===== src/rtl/pipe_adder_arbiter.sv =====
// Round-robin front end that shares one LAT-stage stallable adder between two
// requesters, with a valid/ID shadow pipeline and back-pressure via add_stop.
module pipe_adder_arbiter #(
    parameter int W     = 8,
    parameter int LAT   = 4,
    parameter int CNT_W = 3
) (
    input  logic             clk,
    input  logic             rst,
    input  logic             flush,
    input  logic             req0_valid,
    input  logic [W-1:0]     req0_a,
    input  logic [W-1:0]     req0_b,
    input  logic             req0_cin,
    output logic             req0_ready,
    input  logic             req1_valid,
    input  logic [W-1:0]     req1_a,
    input  logic [W-1:0]     req1_b,
    input  logic             req1_cin,
    output logic             req1_ready,
    output logic [W-1:0]     add_a,
    output logic [W-1:0]     add_b,
    output logic             add_cin,
    output logic             add_stop,
    input  logic [W-1:0]     add_sum,
    input  logic             add_cout,
    output logic             res_valid,
    output logic             res_id,
    output logic [W-1:0]     res_sum,
    output logic             res_cout,
    input  logic             res_ready,
    output logic [CNT_W-1:0] in_flight
);

    logic [LAT-1:0] vld;
    logic [LAT-1:0] id;
    logic           rr_ptr;
    logic           grant0;
    logic           grant1;
    logic           issue;

    // The head result may only leave the adder when the consumer takes it.
    assign add_stop = vld[LAT-1] & ~res_ready;

    // NOTE: every output of a combinational block gets a default first, so no path leaves a latch.
    always_comb begin
        grant0 = 1'b0;
        grant1 = 1'b0;
        if (!add_stop && !flush) begin
            if (req0_valid && req1_valid) begin
                grant0 = rr_ptr;
                grant1 = ~rr_ptr;
            end else begin
                grant0 = req0_valid;
                grant1 = req1_valid;
            end
        end
    end

    assign issue      = grant0 | grant1;
    assign req0_ready = grant0;
    assign req1_ready = grant1;

    always_comb begin
        add_a   = '0;
        add_b   = '0;
        add_cin = 1'b0;
        if (grant0) begin
            add_a   = req0_a;
            add_b   = req0_b;
            add_cin = req0_cin;
        end else if (grant1) begin
            add_a   = req1_a;
            add_b   = req1_b;
            add_cin = req1_cin;
        end
    end

    // NOTE: nonblocking assignments so every shadow stage shifts from its pre-edge value.
    always_ff @(posedge clk or posedge rst) begin
        if (rst) begin
            vld    <= '0;
            id     <= '0;
            rr_ptr <= 1'b1;
        end else if (flush) begin
            vld <= '0;
        end else if (!add_stop) begin
            vld <= {vld[LAT-2:0], issue};
            id  <= {id[LAT-2:0], grant1};
            if (issue) begin
                rr_ptr <= grant1;
            end
        end
    end

    assign res_valid = vld[LAT-1];
    assign res_id    = id[LAT-1];
    assign res_sum   = add_sum;
    assign res_cout  = add_cout;

    // Derived from vld directly so the count can never drift from the shadow pipe.
    always_comb begin
        in_flight = '0;
        for (int i = 0; i < LAT; i++) begin
            in_flight = in_flight + CNT_W'(vld[i]);
        end
    end

endmodule


===== config.mk =====
export PLATFORM = sky130hd
export DESIGN_NAME = pipe_adder_arbiter
export DESIGN_NICKNAME = d
export VERILOG_FILES = /design/src/rtl/pipe_adder_arbiter.sv
export SDC_FILE = /design/constraint.sdc
export NUM_CORES = 1
export LEC_CHECK = 0
export ABC_AREA = 1
export CORE_AREA = 2 2 55 57
export CTS_BUF_LIST = sky130_fd_sc_hd__clkbuf_2 sky130_fd_sc_hd__clkbuf_4 sky130_fd_sc_hd__clkbuf_8
export DETAILED_ROUTE_END_ITERATION = 8
export DIE_AREA = 0 0 57 59
export GPL_ROUTABILITY_DRIVEN = 0
export GPL_TIMING_DRIVEN = 0
export PLACE_DENSITY_LB_ADDON = 0.08
export SLEW_MARGIN = 15
export SYNTH_ARGS = -nofsm -noshare
export SYNTH_HDL_FRONTEND = slang
export SYNTH_SLANG_ARGS = --single-unit

===== constraint.sdc =====
create_clock -name clk -period 2 [get_ports clk]
set_clock_uncertainty 0.1 [all_clocks]
set_input_delay 0.3 -clock clk [delete_from_list [all_inputs] [get_ports clk]]
set_output_delay 0.3 -clock clk [all_outputs]
set_load 0.05 [all_outputs]

======== Word-level counts from Yosys, hierarchy flattened ========
Index checks and enable logic that the tools add are counted.
W data, S select, Z words.
operators by class
  add/subtract/negate cells ............... 3
  equal/unequal tests ..................... 1
  muxes and demuxes ....................... 12
  bitwise gates (word level) .............. 6
  reductions and logical operators ........ 6
operators by type and width
  operator              count
  $mux W8               4
  $mux W4               2
  $mux W1               6
  $not A1 Y1            4
  $add A2 B1 Y3         1
  $add A3 B1 Y3         1
  $reduce_and A3 Y1     1
  $add A1 B1 Y2         1
  $logic_and A1 B1 Y1   2
  $logic_not A1 Y1      2
  $ne A2 B2 Y1 const B  1
  $reduce_and A2 Y1     1
  $and A1 B1 Y1         1
  $or A1 B1 Y1          1
word-level totals
  flip-flop bits (word level) ............. 9
  input port bits ......................... 49
  output and inout bits ................... 34
  word-level logic and storage cells ...... 31

======== Longest topological paths before layout ========
  depth after elaboration ................. 8
  depth in mapped cells ................... 6
  depth with buffers taken out ............ 5

======== Least setup slack after synthesis ========
Ideal clock, no wire load.
  path type ............................... reg2out
  from .................................... register vld[3]
  to ...................................... output port in_flight[1]
  data arrival time ....................... 2064 ps
  required time ........................... 1600 ps
  path slack .............................. -464 ps
  cell stages (with the launch flop) ...... 6
  buffers on the path ..................... 0
  cells stage by stage .................... dfrtp_1 -> inv_1 -> fa_1 -> inv_1 -> ha_1 -> ha_1
on the way
  word-level cells in the longest chain between the ends .. 1
RTL lines
  item                    line  RTL
  start, declared         35    logic [LAT-1:0] vld;
  start signal, assigned  88    vld <= {vld[LAT-2:0], issue};
  $add A3 B1 Y3           105   in_flight = in_flight + CNT_W'(vld[i]);
  end, declared           32    output logic [CNT_W-1:0] in_flight
No other way between the ends.

======== Worst setup path after layout ========
Same ends and word-level chain as after synthesis.

==> reports/results.ini <==
[logic_synthesis]
ys_ff_latch = 9
synth_area_per_cell_sq_um = 6.53
synth_fp_nets = 175
synth_top_area_frac = 0.249
yosysSeqAreaShare = 0.282
syn_area_sq_um = 803
syn-instance-count = 123
yosys-top-cells-area = dfrtp_1, nand3_1, nand2_1, buf_4, inv_1
synth_top_cell_by_area = dfrtp_1
yosys_warnings = 0
synth.distinct_cells = 16

[timing]
min_period_ns = 2.20
hold_slack_ns = 0.186
finalHoldViolCount = 0
max_slew_margin = 0.663
finalCritPeriodShare = 1.10
setup_viol = 3
slew_viol_final = 0
worst_pin_slew_ns = 0.504
rsz0062_at_grt = yes
worst_slack_ns = -0.199
fmaxAchievable_ghz = 0.455

[critical_path]
worstSetupPathType = register to output port
r2r_start = vld[3]
reg2reg_slack_ns = 0.63
cp-start-kind = register
r2r_end = id[1]
cp.arrival_ns = 1.80
crit_fanout = 4
worstSetupEndpointType = output port
required_ns = 1.60
r2r_cells = 8

[route]
drtAntennaViolNets = 0
drt_wl_total_mm = 3.09
drc_errors = 0
drt_first_iter_violations = 26
firstDrtPassIters = 4
vias = 1108
routed_via_density = 4.62
wl_per_cell_um = 12.9

[cts]
clockBufferDepth = 2
cts_root_buf = clkbuf_4
ctsHoldBuffers = 0
clkSlewWorstSetupHoldPaths_ns = 0.06
ctsHtreeMaxLevel = 1
cts_tree = done
numCtsBuffers = 3
clock-sinks = 9
clkLatencyLatePin_ns = 0.26

[place]
place_hpwl_mm = 2.42
io_buffers = 73
placed_area_sq_um = 1590

[cells_and_area]
fillers = 253
layout.nets = 262
stdcell_area_sq_um = 1740
multi_input_area_sq_um = 462
seq_area_sq_um = 228
drive_gt1_frac = 0.311
diodes = 0
syn_to_final_growth_pct = 117

[global_route]
grt-ovfl-total = 0
antenna_found_initial = 0
grt_pass1_vias = 1098
grt_pass1_wl_mm = 4.83
grt_usage = 0.182
grt_max_degree = 11

[floorplanning]
start_util = 0.296
num_rows = 19
dieArea_sq_um = 3360
core_sq_um = 2710
fp.dieH_um = 59
ios = 83
die_w_um = 57

[run]
max_cap_violations = 0

[power_and_ir_drop]
pwr-share-seq = 0.226
leakage_nw = 0.914
power_frac_clock = 0.159
power_density_nw_per_um2 = 556
p_int_uw = 549
power_frac_comb = 0.615
peakVddDrop_mv = 0.600
p_switching_uw = 420
switching_share = 0.433

[min_path]
hold_path.class = input pin to asynchronous set/reset pin

[status]
status = finished, violations left
violations = setup timing

==> area by class of cell <==
class / instances / share of cell area
timing repair buffer: 81 / 0.460
tap: 31 / 0.0223
sequential: 9 / 0.131
inverter: 16 / 0.0345
clock buffer: 4 / 0.0172
buffer: 15 / 0.0704
multi-input combinational: 84 / 0.265
==> power by group through the flow <==
stage | Clock, mW | Sequential, mW | Combinational, mW
floorplan | 0 | 0.233 | 0.327
finish | 0.154 | 0.219 | 0.596
detailed placement | 0 | 0.220 | 0.541
global placement | 0 | 0.220 | 0.535
global route | 0.166 | 0.222 | 0.632
CTS | 0.161 | 0.218 | 0.580
==> state kept, by name (all words and copies together) (netlist names) <==
name,count
id,4
rr_ptr,1
vld,4
==> worst max-delay path: stages, from the launching register on <==
cell and delay, ns:
dfrtp_2 0.41, inv_2 0.04, fa_1 0.49, inv_2 0.04
ha_4 0.15, ha_4 0.26, buf_8 0.13
==> worst max-delay path by stage <==
stage,start,slack [ns],cells after the start,to
final,vld[3],-0.20,6,in_flight[1]
after global routing,vld[1],-0.25,6,in_flight[1]
after CTS,vld[1],-0.21,6,in_flight[1]
after detailed placement,res_ready,-0.66,8,add_a[5]
after global placement,res_ready,-0.65,8,add_a[5]
after floorplan,vld[3],-0.01,5,in_flight[1]
==> cell usage in the layout, fill, tap and decap left out, drive strengths merged, types with 2 or more instances in the layout <==
cell type       n
clkdlybuf4s50  47
buf            44
nand2          37
nand3          35
inv            16
dfrtp           8
clkbuf          5
o21ai           4
nor2            3
dlygate4sd2     3
ha              2
==> per-layer routing <==
metal | share of wire | track usage
met1 | 0.40 | 0.219
met2 | 0.50 | 0.315
met3 | 0.073 | 0.0328
met4 | 0.019 | 0.0864
met5 | 0 | 0
==> cell usage after synthesis (all sizes together) <==
cell,number
nor2,3
dfrtp,8
ha,2
nand2,36
a21oi,1
o21bai,1
o21ai,4
inv,16
nand3,35
buf,15
dfstp,1
fa,1
==> cell families (layout without fill, tap and decap cells) <==
logic type                 count (synthesis)  after routing  synth area share
and+or+nand+nor                           74             75             0.403
buffers and inverters                     31            116             0.213
DFF                                        9              9             0.282
AOI/OAI and AO/OA                          6              6            0.0452
adders and majority gates                  3              3            0.0561
==> metrics by stage <==
step	setup TNS (ns)	power, mW	util	worst slack [ns]	instances
3_3_place_gp	-12.77	0.754	0.586	-0.655	227
5_1_grt	-0.550	1.02	0.643	-0.251	240
6_report	-0.340	0.969	0.643	-0.199	240
4_1_cts	-0.394	0.959	0.623	-0.215	238
3_5_place_dp	-12.95	0.762	0.586	-0.658	227
2_1_floorplan	-0.0147	0.560	-	-0.0147	123
==> timing repair <==
item,CTS,global route
buffers inserted,7,1
endpoints found under the setup margin,23,21
resized for setup,147,24
pin swaps,2,2
gates cloned,0,1
Note: power is estimated with default switching activity, not from simulation.
